File: src/rtl/loctag_pkg.sv
// Shared encodings and constants for the loctag backscatter frame sequencer.
package loctag_pkg;

  typedef enum logic [2:0] {
    S_IDLE     = 3'd0,
    S_FORCE    = 3'd1,
    S_TONE     = 3'd2,
    S_CAPTURE  = 3'd3,
    S_PREAMBLE = 3'd4,
    S_DATA     = 3'd5,
    S_CRC      = 3'd6,
    S_WAIT_END = 3'd7
  } state_t;

  localparam logic [1:0]  MODE_TONE  = 2'b01;
  localparam logic [1:0]  MODE_DATA  = 2'b10;

  localparam logic [31:0] CRC32_POLY = 32'h04C11DB7;
  localparam int          CRC_BITS   = 32;

  // Width of the clk-per-microsecond divider, never narrower than one bit.
  function automatic int div_w(input int clks);
    return (clks > 1) ? $clog2(clks) : 1;
  endfunction

endpackage

File: src/rtl/loctag_crc32_ser.sv
// Serial CRC-32 (poly 0x04C11DB7, zero init, no final XOR): absorbs payload bits, then shifts itself out MSB first.
module loctag_crc32_ser
  import loctag_pkg::*;
(
  input  logic clk,
  input  logic clear,
  input  logic bit_en,
  input  logic d_in,
  input  logic shift_out,
  output logic crc_msb
);

  logic [31:0] crc;

  always_ff @(posedge clk) begin
    if (clear) begin
      crc <= '0;
    end else if (bit_en) begin
      crc <= {crc[30:0], 1'b0} ^ ((crc[31] ^ d_in) ? CRC32_POLY : 32'd0);
    end else if (shift_out) begin
      crc <= {crc[30:0], 1'b0};
    end
  end

  assign crc_msb = crc[31];

endmodule

File: src/rtl/loctag_frame_seq.sv
// Backscatter frame sequencer: sensor capture, preamble, then payload + CRC-32 as a DBPSK invert stream at 1 bit/us.
module loctag_frame_seq
  import loctag_pkg::*;
#(
  parameter int CLKS_PER_US   = 50,
  parameter int ADDR_W        = 6,
  parameter int PAYLOAD_BYTES = 34,
  parameter int SENSOR_ADDR   = 26,
  parameter int SENSOR_BYTES  = 1,
  parameter int INFO_US       = 3,
  parameter int MOD_START_US  = 462,
  parameter int TIMER_W       = 16
) (
  input  logic              clk,
  input  logic              reset,
  input  logic              trig,
  input  logic              force_fs,
  input  logic [1:0]        mode,
  input  logic              cfg_we,
  input  logic [ADDR_W-1:0] cfg_addr,
  input  logic [7:0]        cfg_data,
  output logic              cfg_err,
  output logic              sensor_req,
  input  logic              sensor_valid,
  input  logic [7:0]        sensor_data,
  output logic              sensor_stale,
  output logic              fs_en,
  output logic              mod_invert,
  output logic              busy,
  output logic [2:0]        state_o
);

  localparam int DIV_W = div_w(CLKS_PER_US);
  localparam int CNT_W = ADDR_W + 1;

  localparam logic [DIV_W-1:0]   DIV_LAST  = DIV_W'(CLKS_PER_US - 1);
  localparam logic [TIMER_W-1:0] INFO_LAST = TIMER_W'(INFO_US - 1);
  localparam logic [TIMER_W-1:0] PRE_LAST  = TIMER_W'(MOD_START_US - 1);
  localparam logic [TIMER_W-1:0] DATA_LAST = TIMER_W'(8 * PAYLOAD_BYTES - 1);
  localparam logic [TIMER_W-1:0] CRC_LAST  = TIMER_W'(CRC_BITS - 1);
  localparam logic [CNT_W-1:0]   SENS_N    = CNT_W'(SENSOR_BYTES);
  localparam logic [ADDR_W:0]    PAY_N     = (ADDR_W + 1)'(PAYLOAD_BYTES);
  localparam logic [ADDR_W-1:0]  SENS_BASE = ADDR_W'(SENSOR_ADDR);

  state_t             state, state_next;
  logic               trig_m, trig_s;
  logic [DIV_W-1:0]   div;
  logic [TIMER_W-1:0] us_cnt;
  logic               us_tick, period_start, entry;

  logic [7:0]         buffer [2**ADDR_W];
  logic [CNT_W-1:0]   cap_cnt, cap_cnt_nx;
  logic [ADDR_W-1:0]  cap_addr;
  logic               req_open, cap_hold, cap_we, req_d;
  logic               cfg_ok, cfg_err_d;
  logic               data_bit, data_adv, crc_adv, crc_clear, crc_msb;
  logic               fs_en_d, inv_d;

  // Trigger synchroniser stages
  always_ff @(posedge clk) begin
    if (reset) begin
      trig_m <= 1'b0;
      trig_s <= 1'b0;
    end else begin
      trig_m <= trig;
      trig_s <= trig_m;
    end
  end

  // State register and per-state microsecond timer
  assign us_tick      = (div == DIV_LAST);
  assign period_start = (div == '0);
  assign entry        = (state_next != state);

  always_ff @(posedge clk) begin
    if (reset) begin
      state  <= S_IDLE;
      div    <= '0;
      us_cnt <= '0;
    end else begin
      state <= state_next;
      if (entry || us_tick) div <= '0;
      else                  div <= div + DIV_W'(1);
      if (entry)        us_cnt <= '0;
      else if (us_tick) us_cnt <= us_cnt + TIMER_W'(1);
    end
  end

  always_comb begin
    state_next = state;
    if (force_fs) begin
      state_next = S_FORCE;
    end else if (!trig_s) begin
      state_next = S_IDLE;
    end else begin
      case (state)
        S_IDLE: begin
          if (mode == MODE_DATA)      state_next = S_CAPTURE;
          else if (mode == MODE_TONE) state_next = S_TONE;
        end
        S_FORCE:    state_next = S_IDLE;
        S_TONE:     state_next = S_TONE;
        S_CAPTURE:  if (us_tick && us_cnt == INFO_LAST) state_next = S_PREAMBLE;
        S_PREAMBLE: if (us_tick && us_cnt == PRE_LAST)  state_next = S_DATA;
        S_DATA:     if (us_tick && us_cnt == DATA_LAST) state_next = S_CRC;
        S_CRC:      if (us_tick && us_cnt == CRC_LAST)  state_next = S_WAIT_END;
        S_WAIT_END: state_next = S_WAIT_END;
        default:    state_next = S_IDLE;
      endcase
    end
  end

  // In DATA the microsecond count doubles as the payload bit index.
  assign data_bit  = buffer[us_cnt[ADDR_W+2:3]][us_cnt[2:0]];
  assign cap_addr  = SENS_BASE + cap_cnt[ADDR_W-1:0];
  assign crc_clear = (state_next == S_DATA) && (state != S_DATA);

  always_comb begin
    cfg_ok     = cfg_we && (state == S_IDLE) && ({1'b0, cfg_addr} < PAY_N);
    cfg_err_d  = cfg_we && !cfg_ok;
    cap_hold   = (state == S_CAPTURE) &&
                 (state_next == S_CAPTURE || state_next == S_PREAMBLE);
    cap_we     = cap_hold && req_open && sensor_valid;
    cap_cnt_nx = cap_we ? cap_cnt + CNT_W'(1) : cap_cnt;
    req_d      = ((state_next == S_CAPTURE) && (state != S_CAPTURE) && (SENS_N != '0)) ||
                 (cap_we && (state_next == S_CAPTURE) && (cap_cnt_nx < SENS_N));
    data_adv   = (state == S_DATA) && period_start &&
                 (state_next == S_DATA || state_next == S_CRC);
    crc_adv    = (state == S_CRC) && period_start &&
                 (state_next == S_CRC || state_next == S_WAIT_END);
    fs_en_d    = (state_next != S_IDLE);
    inv_d      = 1'b0;
    if (state_next == S_DATA || state_next == S_CRC || state_next == S_WAIT_END)
      inv_d = mod_invert ^ (data_adv & data_bit) ^ (crc_adv & crc_msb);
  end

  loctag_crc32_ser u_crc (
    .clk       (clk),
    .clear     (crc_clear),
    .bit_en    (data_adv),
    .d_in      (data_bit),
    .shift_out (crc_adv),
    .crc_msb   (crc_msb)
  );

  // Capture bookkeeping and registered outputs
  always_ff @(posedge clk) begin
    if (reset) begin
      cap_cnt      <= '0;
      req_open     <= 1'b0;
      sensor_stale <= 1'b0;
      fs_en        <= 1'b0;
      mod_invert   <= 1'b0;
      sensor_req   <= 1'b0;
      cfg_err      <= 1'b0;
    end else begin
      cap_cnt <= entry ? '0 : cap_cnt_nx;
      if (req_d)                                  req_open <= 1'b1;
      else if (cap_we || state_next != S_CAPTURE) req_open <= 1'b0;
      if (state == S_CAPTURE && state_next == S_PREAMBLE)
        sensor_stale <= (cap_cnt_nx < SENS_N);
      fs_en      <= fs_en_d;
      mod_invert <= inv_d;
      sensor_req <= req_d;
      cfg_err    <= cfg_err_d;
    end
  end

  // Payload buffer keeps its contents across reset
  always_ff @(posedge clk) begin
    if (cap_we)      buffer[cap_addr] <= sensor_data;
    else if (cfg_ok) buffer[cfg_addr] <= cfg_data;
  end

  assign busy    = (state != S_IDLE);
  assign state_o = state;

endmodule

File: config.mk
export PLATFORM = sky130hd
export DESIGN_NAME = loctag_frame_seq
export DESIGN_NICKNAME = d
export VERILOG_FILES = /design/src/rtl/loctag_pkg.sv /design/src/rtl/loctag_crc32_ser.sv /design/src/rtl/loctag_frame_seq.sv
export SDC_FILE = /design/constraint.sdc
export NUM_CORES = 1
export LEC_CHECK = 0
export ABC_AREA = 0
export BUFFER_PORTS_ARGS = -buffer_cell sky130_fd_sc_hd__buf_2
export CAP_MARGIN = 20
export CORE_MARGIN = 4
export CORE_UTILIZATION = 35
export CTS_BUF_LIST = sky130_fd_sc_hd__clkbuf_16
export CTS_CLUSTER_SIZE = 12
export DETAILED_ROUTE_END_ITERATION = 10
export SYNTH_ARGS = -nofsm -noshare
export SYNTH_HDL_FRONTEND = slang
export SYNTH_HIERARCHICAL = 1
export SYNTH_SLANG_ARGS = --single-unit
File: constraint.sdc
create_clock -name clk -period 3.9 [get_ports clk]
set_input_delay 1.17 -clock clk [delete_from_list [all_inputs] [get_ports clk]]
set_output_delay 1.17 -clock clk [all_outputs]
set_load 0.01 [all_outputs]
==> results of run 1 <==
==> Yosys cell counts (5+ instances only) <==
library cell  instances
a2111oi_0             6
a2111oi_2             9
a211oi_1             14
a21oi_1              29
a22oi_1              16
a31oi_1               7
and2_1                6
buf_2                28
buf_4                15
clkbuf_1             28
dfxtp_1              78
edfxtp_1            512
ha_1                  8
inv_1                14
mux2_2                8
mux2i_1              47
mux4_2              114
nand2_1             111
nand2_2               8
nand2b_1             12
nand3_1              32
nand3b_1              7
nand4_1              11
nor2_1              156
nor2b_1              23
nor3_1               14
nor4_1                6
o211ai_1              8
o21a_1                5
o21ai_0              23
xnor2_1              14
xor2_1               19
==> layout by cell type (no fill, tap or decap), drive strengths merged, types with 5 or more instances in the layout <==
cell type	instances
a211oi	14
clkinv	15
nand2	120
o211ai	8
nor3	15
ha	8
inv	36
a31oi	7
nor2	158
a22oi	16
dfxtp	78
nand3	33
edfxtp	512
nand2b	12
mux4	114
nand4	11
nand3b	7
xor2	20
a21oi	30
mux2	8
nor2b	23
buf	182
o21a	5
a2111oi	16
clkbuf	61
o21ai	25
and2	7
nor4	8
xnor2	14
mux2i	48
==> power breakdown <==
part	internal [mW]	switching (mW)	leakage [nW]
clock network	2.78	2.30	0.898
registers	6.93	0.00661	5.25
logic	0.0736	0.236	2.88
==> layout make-up <==
cell class / count / area, sq um / area share [%]
flip-flops and latches: 590 / 16950 / 60.10
multi-input cells: 795 / 6855 / 24.31
clock buffers: 61 / 1526 / 5.414
repair buffers: 182 / 1484 / 5.263
well taps: 931 / 1165 / 4.131
clock inverters: 34 / 155.1 / 0.5502
inverters: 17 / 63.81 / 0.2263
==> cells by family after synthesis <==
kind of cell | share of synthesized area, %
buffers and inverters | 1.917
adder cells (fa/ha/maj) | 0.4133
flip-flops | 69.93
AO/OA/AOI/OAI | 4.970
AND/OR/NAND/NOR | 8.499
XOR/XNOR | 1.261
multiplexers | 13.01
==> routing by layer <==
layer	global-route usage (%)	vias up	share of wire, %
met5	0.9868	-	0.17
met4	5.365	2	3.0
met2	25.38	520	47
met1	22.62	7009	42
met3	3.698	102	8.0
li1	-	6091	-
==> through the flow <==
stage               setup slack, ns  hold slack (ns)
floorplan                    0.4341           0.4138
global placement             0.2305           0.4189
detailed placement          0.05591           0.4272
CTS                         0.01223           0.4467
global route                0.01087           0.4540
finish                       0.1796           0.4404
==> worst register-to-register path, stage by stage, from the launching register on <==
cell and delay [ns]:
dfxtp_4 0.55, buf_12 0.29, mux4_2 0.54, mux2i_1 0.36, nand3_1 0.20, o2111ai_1 0.15, o21ai_0 0.23, a22oi_2 0.26
nand2_1 0.13, xor2_2 0.18, and2_4 0.25, a2111oi_0 0.46
==> what timing repair did <==
action | CTS | global route
hold buffers | 0 | 0
gates resized for setup | 0 | 2
endpoints found under the setup margin | 0 | 10
setup buffers | 0 | 1
==> registers in the layout, indices dropped and copies added (netlist names), 3 cells and up, named ones only <==
| name | flops |
|---|---|
| us_cnt | 16 |
| u_crc/crc | 32 |
| cap_cnt | 7 |
| buffer | 512 |
| state_o | 3 |
| div | 6 |
==> worst min path at each step <==
stage	start	end	slack [ns]	cells after the start
2_1_floorplan	trig_m	trig_s	0.41	1
3_5_place_dp	trig_m	trig_s	0.43	1
4_1_cts	trig_m	trig_s	0.45	1
5_1_grt	trig_m	trig_s	0.45	1
6_report	trig_m	trig_s	0.44	1
3_3_place_gp	trig_m	trig_s	0.42	1
==> impl_metrics.ini, run 1 <==
[sta]
slew_viol_final = 0
finalHoldViolations = 0
worst_pin_slew_ns = 0.7926
fin_skew_ns = 0.02552
max_freq_mhz = 268.8
finalSetupViolCount = 0
rsz0062_at_grt = no
finalCritPeriodShare_pct = 95.39
fin_crit_ns = 3.720
slew_headroom_pct = 47.16
tns_ns = 0

[setup_path]
path_class = flop to flop
critPathBufInv = 1
slowest_delay_ns = 0.55
reg2reg_depth = 11
reg2reg_slack_ns = 0.18
cp-end-kind = flop
critPathRequiredTime_ns = 4.39
worstSetupEndpoint = u_crc/crc[22]
crit_chain = buf_12 -> mux4_2 -> mux2i_1 -> nand3_1 -> o2111ai_1 -> o21ai_0 -> a22oi_2 -> nand2_1 -> xor2_2 -> and2_4 -> a2111oi_0
cp.depth = 11
arrival_ns = 4.21
path_max_fanout = 27
rr_endpoint = u_crc/crc[22]
start_kind = flop
cpMaxStageDelayCell = dfxtp_4
crit_family = compound AO/OA/AOI/OAI gates

[logic_synthesis]
syn_avg_cell_area_sq_um = 16.39
netlist.area_leader.share_pct = 63.48
ys_seq_area_share_pct = 69.93
ys_types = 87
syn_area_sq_um = 24220
synth_cells = 1478
synth_edf_count = 512
ys_ff_latch = 590
netlist_top_cells_area = edfxtp_1 63%, mux4_2 11%, dfxtp_1 6.4%, nor2_1 2.4%, mux2i_1 1.9%
synthArstFlopShare_pct = 0
synth_flop_cell = edfxtp_1
synth.net_count = 1516
synth_top_area_cell = edfxtp_1
yosysWarnings = 6

[global_routing]
antenna_found_initial = 0
grt_use_total_pct = 16.27
overflow = 0
grt_pass1_vias = 13950
grt_max_degree = 65
grt_pass1_wl_um = 90660

[cells_and_area]
finalCoreUtilization_pct = 41.11
fin_nets = 1683
fillers = 6107
drive_above_1_share_pct = 25.97
postLayoutCellArea_sq_um = 28200
areaGrowthSynthToFinish_pct = 16.43
final_cells = 2610
antenna_cells = 0

[drt]
drtPass1Iterations = 5
drc = 0
avgRoutedWirePerCell_um = 23.13
vias_per_cell = 5.258
ant_nets = 0
vias = 13720
drt_iter0_drc = 1482
wirelength_um = 60370

[placed_design]
placed_cells = 2514
routabilityCongestion = 0.8487
io_buffers = 38
dp_hpwl_um = 39130
dpl-instance-area_sq_um = 26500

[clock_tree]
cts_tree = done
cts.path.max_buffers = 3
cts_sinks = 590
clk_pin_slew_ns = 0.06
htreeDepth = 2
numCtsBuffers = 59
clock-root-buffer = clkbuf_16
worstSkewPairLatency_ns = 0.62

[job]
max-cap-violations = 0

[floorplan]
coreArea_sq_um = 68590
row_count = 96
die_h_um = 271.1
io_pins = 39
die-area_sq_um = 73470
die_w_um = 271.1
initial_core_util_pct = 35.31

[power_and_ir_drop]
power_mw = 12.33
pwr_density_cell_nw_per_um2 = 437.1
irDropWorstVdd_mv = 0.3684
power_leakage_nw = 9.023

[outcome]
outcome = complete, no violations

[min_path]
hp-class = flop to flop
No activity file was read; power rests on OpenSTA's default activity.
==> run 2, diff against run 1 <==
Settings changed: REMOVE_ABC_BUFFERS set to 1, SLEW_MARGIN set to 40.
==> impl_metrics.ini, run 2 (synthesis gave the netlist of run 1 again) <==
[outcome]
outcome = complete, no violations

[sta]
rsz0062_at_grt = no
slew_headroom_pct = 54.38
tns_ns = 0
max_freq_mhz = 269.0
fin_skew_ns = 0.02081
slew_viol_final = 0
fin_crit_ns = 3.717
finalHoldViolations = 0
worst_pin_slew_ns = 0.6843
finalSetupViolCount = 0
fin_ws_ns = 0.1830
finalCritPeriodShare_pct = 95.31

[min_path]
hp-class = flop to flop
worstHoldPathCells = 2

[floorplan]
die-area_sq_um = 73470
die_w_um = 271.1
coreArea_sq_um = 68590
die_h_um = 271.1
initial_core_util_pct = 35.31
io_pins = 39
row_count = 96

[drt]
drt_iter0_drc = 1528
dr_wl_met2_um = 28470
drtPass1Iterations = 6
avgRoutedWirePerCell_um = 22.88
vias = 13790
ant_nets = 0
drt-met1-wl_um = 26430
drc = 0
wirelength_um = 60490
dr_wl_met3_um = 3979
top_layer = met4
vias_per_cell = 5.214

[cells_and_area]
largest_register_ffs = 512
fin_nets = 1708
fillers = 6134
drive_above_1_share_pct = 27.09
layout_common_cells = 512 x edfxtp_1, 156 x nor2_1, 148 x buf_4
regArea_sq_um = 16950
final_common_cell = edfxtp_1
multi_input_area_sq_um = 6850
antenna_cells = 0
postLayoutCellArea_sq_um = 28480
areaGrowthSynthToFinish_pct = 17.60
regMostFlops = buffer
largestRegisters = buffer x512, u_crc/crc x32, us_cnt x16

[setup_path]
cp.depth = 13
cpMaxStageDelayCell = mux4_2
path_max_fanout = 13
crit_path_frequent_cell = buf_4
start_kind = flop
cp-end-kind = flop
arrival_ns = 4.22
crit_chain = buf_4 -> buf_4 -> mux4_2 -> mux4_2 -> nand2_1 -> nand4_1 -> o211ai_1 -> buf_4 -> nand2_1 -> xor2_2 -> buf_4 -> a211oi_1 -> a2111oi_0
critPathRequiredTime_ns = 4.40
critPathBufInv = 4
reg2reg_depth = 13
slowest_delay_ns = 0.54
crit_family = multiplexers
path_class = flop to flop

[global_routing]
grt_max_degree = 65
grt_pass1_wl_um = 91090
overflow = 0
grt_pass1_vias = 13790
grt_use_total_pct = 16.43
antenna_found_initial = 0

[clock_tree]
numCtsBuffers = 60
clock-root-buffer = clkbuf_16
clk_pin_slew_ns = 0.06
postCtsHoldBufs = 0
htreeDepth = 2
worstSkewPairLatency_ns = 0.63
cts_tree = done
cts.path.max_buffers = 3
cts_sinks = 590

[placed_design]
routabilityCongestion = 0.8675
io_buffers = 38
post-place-ws_ns = -0.1435
dp_hpwl_um = 40280
dpl-instance-area_sq_um = 26630

[power_and_ir_drop]
power_leakage_nw = 9.217
pwr_density_cell_nw_per_um2 = 436.2
irDropWorstVdd_mv = 0.3571

[job]
max-cap-violations = 0
[run 2: final cells by class]
class | instances | area share [%]
multi-input combinational | 795 | 24.05
clock buffer | 61 | 5.360
tap | 931 | 4.090
timing repair buffer | 206 | 5.975
sequential | 590 | 59.52
clock inverter | 44 | 0.7820
inverter | 17 | 0.2241
[run 2: worst paths after layout]
check / start / endpoint / slack (ns)
worst max-delay path: flop / u_crc/crc[16] / 0.18
worst min-delay path: u_crc/crc[13] / u_crc/crc[13] / 0.45
worst max register to register: flop / u_crc/crc[16] / 0.18
worst min register to register: u_crc/crc[13] / u_crc/crc[13] / 0.45
[run 2: tightest hold or removal path, stage by stage, from the launching register on]
cell and delay (ns):
dfxtp_1 0.30, nand2_1 0.05, a21oi_1 0.05
[run 2: per-layer routing]
layer	vias to the layer above	GRT usage, %
met1	7081	23.53
met2	460	25.85
met4	0	5.159
li1	6168	-
met5	-	0
met3	76	2.678
[run 2: timing repair]
item | 4_1_cts | 5_1_grt
resized for setup | 1 | 1
endpoints found under the setup margin | 13 | 12
setup buffers | 10 | 0
[run 2: per-stage QoR]
step	power [mW]	hold slack, ns	instances	util, %
6_report	12.42	0.4523	2644	41.52
5_1_grt	12.86	0.4756	2644	41.52
4_1_cts	12.54	0.4578	2644	41.52
3_5_place_dp	7.403	0.4409	2529	38.83
3_3_place_gp	7.396	0.4387	2529	38.83
2_1_floorplan	7.205	0.4138	1402	-
[run 2: power breakdown]
group          switching (mW)  total [mW]  internal, mW
sequential            0.00687        6.93          6.93
clock                    2.29        5.16          2.87
combinational           0.250       0.330        0.0806
total                    2.55        12.4          9.87
==> run 3, diff against run 2 <==
Settings changed: CORE_MARGIN 4 to unset, SYNTH_HIERARCHICAL 1 to unset.
==> impl_metrics.ini, run 3 <==
[min_path]
hp-class = flop to flop

[sta]
slew_viol_final = 0
fin_skew_ns = 0.02846
rsz0062_at_grt = no
finalHoldViolations = 0
max_freq_mhz = 265.5
fin_crit_ns = 3.766
worst_pin_slew_ns = 0.7834
finalSetupViolCount = 0
slew_headroom_pct = 47.22
finalCritPeriodShare_pct = 96.56

[clock_tree]
numCtsBuffers = 61
htreeDepth = 2
clock-root-buffer = clkbuf_16
cts.path.max_buffers = 3
cts_tree = done
clk_pin_slew_ns = 0.06
cts_sinks = 590
postCtsHoldBufs = 0
worstSkewPairLatency_ns = 0.63

[global_routing]
grt_use_total_pct = 16.75
grt_max_degree = 65
grt_pass1_vias = 13950
grt_pass1_wl_um = 87830
antenna_found_initial = 0
overflow = 0

[cells_and_area]
largest_register_ffs = 512
largestRegisters = buffer x512, u_crc.crc x32, us_cnt x16
final_common_cell = edfxtp_1
areaGrowthSynthToFinish_pct = 17.73
fin_nets = 1656
regMostFlops = buffer
antenna_cells = 0
postLayoutCellArea_sq_um = 28360
final_cells = 2536
drive_above_1_share_pct = 25.98
layout_common_cells = 512 x edfxtp_1, 152 x buf_4, 108 x mux4_2

[setup_path]
arrival_ns = 4.29
start_kind = flop
path_class = flop to flop
reg2reg_slack_ns = 0.13
cp-end-kind = flop
critPathRequiredTime_ns = 4.42
path_max_fanout = 8

[logic_synthesis]
synth_cells = 1420
synthArstFlopShare_pct = 0
synth_flop_cell = edfxtp_1
syn_area_sq_um = 24090
synth_most_common_cell = edfxtp_1
synth_commonest_cells = 512 x edfxtp_1, 114 x nand2_1, 109 x nor2_1, 108 x mux4_2, 78 x dfxtp_1
netlist.area_leader.share_pct = 63.82
ys_types = 72
ys_ff_latch = 590
ys_seq_area_share_pct = 70.30
yosysWarnings = 0
synth_edf_count = 512
syn_avg_cell_area_sq_um = 16.97
synth_top_area_cell = edfxtp_1
netlist_top_cells_area = edfxtp_1 64%, mux4_2 10%, dfxtp_1 6.5%, mux4_1 2.6%, nand2_1 1.8%

[placed_design]
placed_cells = 2424
io_buffers = 38
dp_hpwl_um = 38030
dpl-instance-area_sq_um = 26440
routabilityCongestion = 0.8905

[drt]
drt_iter0_drc = 1404
drtPass1Iterations = 5
drc = 0
avgRoutedWirePerCell_um = 22.98
vias = 13580
vias_per_cell = 5.356
ant_nets = 0
wirelength_um = 58270

[floorplan]
initial_core_util_pct = 35.62
die_h_um = 264.4
coreArea_sq_um = 67630
die-area_sq_um = 69880
row_count = 95
io_pins = 39
die_w_um = 264.4

[outcome]
outcome = complete, no violations

[power_and_ir_drop]
irDropWorstVdd_mv = 0.3741
power_leakage_nw = 9.163
pwr_density_cell_nw_per_um2 = 447.8

[job]
max-cap-violations = 0
==> run 3: cell count changes after synthesis, moves of 12 or more <==
cell | previous run | this run
mux4_1 | 0 | 24
nor3_1 | 14 | 27
nor2_1 | 156 | 109
buf_2 | 28 | 16
o21ai_0 | 23 | 7
mux2i_1 | 47 | 19
==> run 3: timing repair <==
action | in CTS | in global routing
setup endpoints to repair | 0 | 91
resized for setup | 0 | 7
buffers inserted | 0 | 4
==> run 3: layer usage <==
metal	GRT usage [%]	vias to the layer above	routed length (um)	part of all wire [%]
met3	3.038	93	3995	6.9
li1	-	6083	-	-
met5	0	-	0	0
met2	27.35	447	28000	48
met4	4.840	0	1286	2.2
met1	22.89	6961	24990	43
==> run 3: kinds of logic (layout without fill, tap and decap cells) <==
family | count (synthesis) | in the layout | synth area share (%)
XOR/XNOR | 31 | 31 | 1.127
AND/OR/NAND/NOR | 391 | 391 | 7.749
buffers and inverters | 93 | 336 | 2.015
AO/OA/AOI/OAI | 149 | 149 | 4.550
flip-flops | 590 | 590 | 70.30
adder cells (fa/ha/maj) | 8 | 8 | 0.4155
multiplexers | 158 | 158 | 13.84
==> run 3: worst paths after layout <==
check | start | to | depth (start not counted)
max reg2reg | flop | u_crc.crc[1] | 11
max | flop | u_crc.crc[1] | 11
min | u_crc.crc[19] | u_crc.crc[20] | 2
min reg2reg | u_crc.crc[19] | u_crc.crc[20] | 2
==> run 3: where the power goes <==
part | switching (mW) | internal, mW | leakage (nW) | total (mW)
Sequential | 0.00726 | 6.93 | 5.25 | 6.94
Combinational | 0.251 | 0.0895 | 2.92 | 0.340
Clock | 2.34 | 3.08 | 0.999 | 5.42
Total | 2.60 | 10.1 | 9.16 | 12.7
==> run 3: critical path, cell delays in order, from the launching register on <==
cell and delay [ns]:
dfxtp_4 0.47, buf_4 0.25, mux4_1 0.64, a221o_1 0.37, a21oi_1 0.38, o41ai_1 0.18
o21ai_0 0.25, or4_1 0.31, mux2i_1 0.24, buf_4 0.16, o221ai_1 0.11, a311oi_1 0.31
==> run 3: final cells by class <==
cell class	count	area, sq um
clock buffer	63	1577
clock inverter	45	276.5
fill	5936	39270
inverter	21	78.83
multi-input combinational	737	6720
sequential	590	16950
tap	873	1092
timing repair buffer	207	1672
==> run 3: stage by stage <==
step / utilization (%) / setup slack [ns] / total power [mW] / hold slack, ns / TNS [ns]
after floorplan: - / -3.856 / 7.209 / 0.4138 / -58.26
after global placement: 39.09 / -0.09077 / 7.401 / 0.4216 / -3.936
after detailed placement: 39.10 / -0.06934 / 7.415 / 0.4437 / -2.114
after CTS: 41.84 / 0.002912 / 12.81 / 0.4513 / 0
after global routing: 41.94 / 0.01801 / 13.05 / 0.4756 / 0
final: 41.94 / 0.1340 / 12.70 / 0.4446 / 0
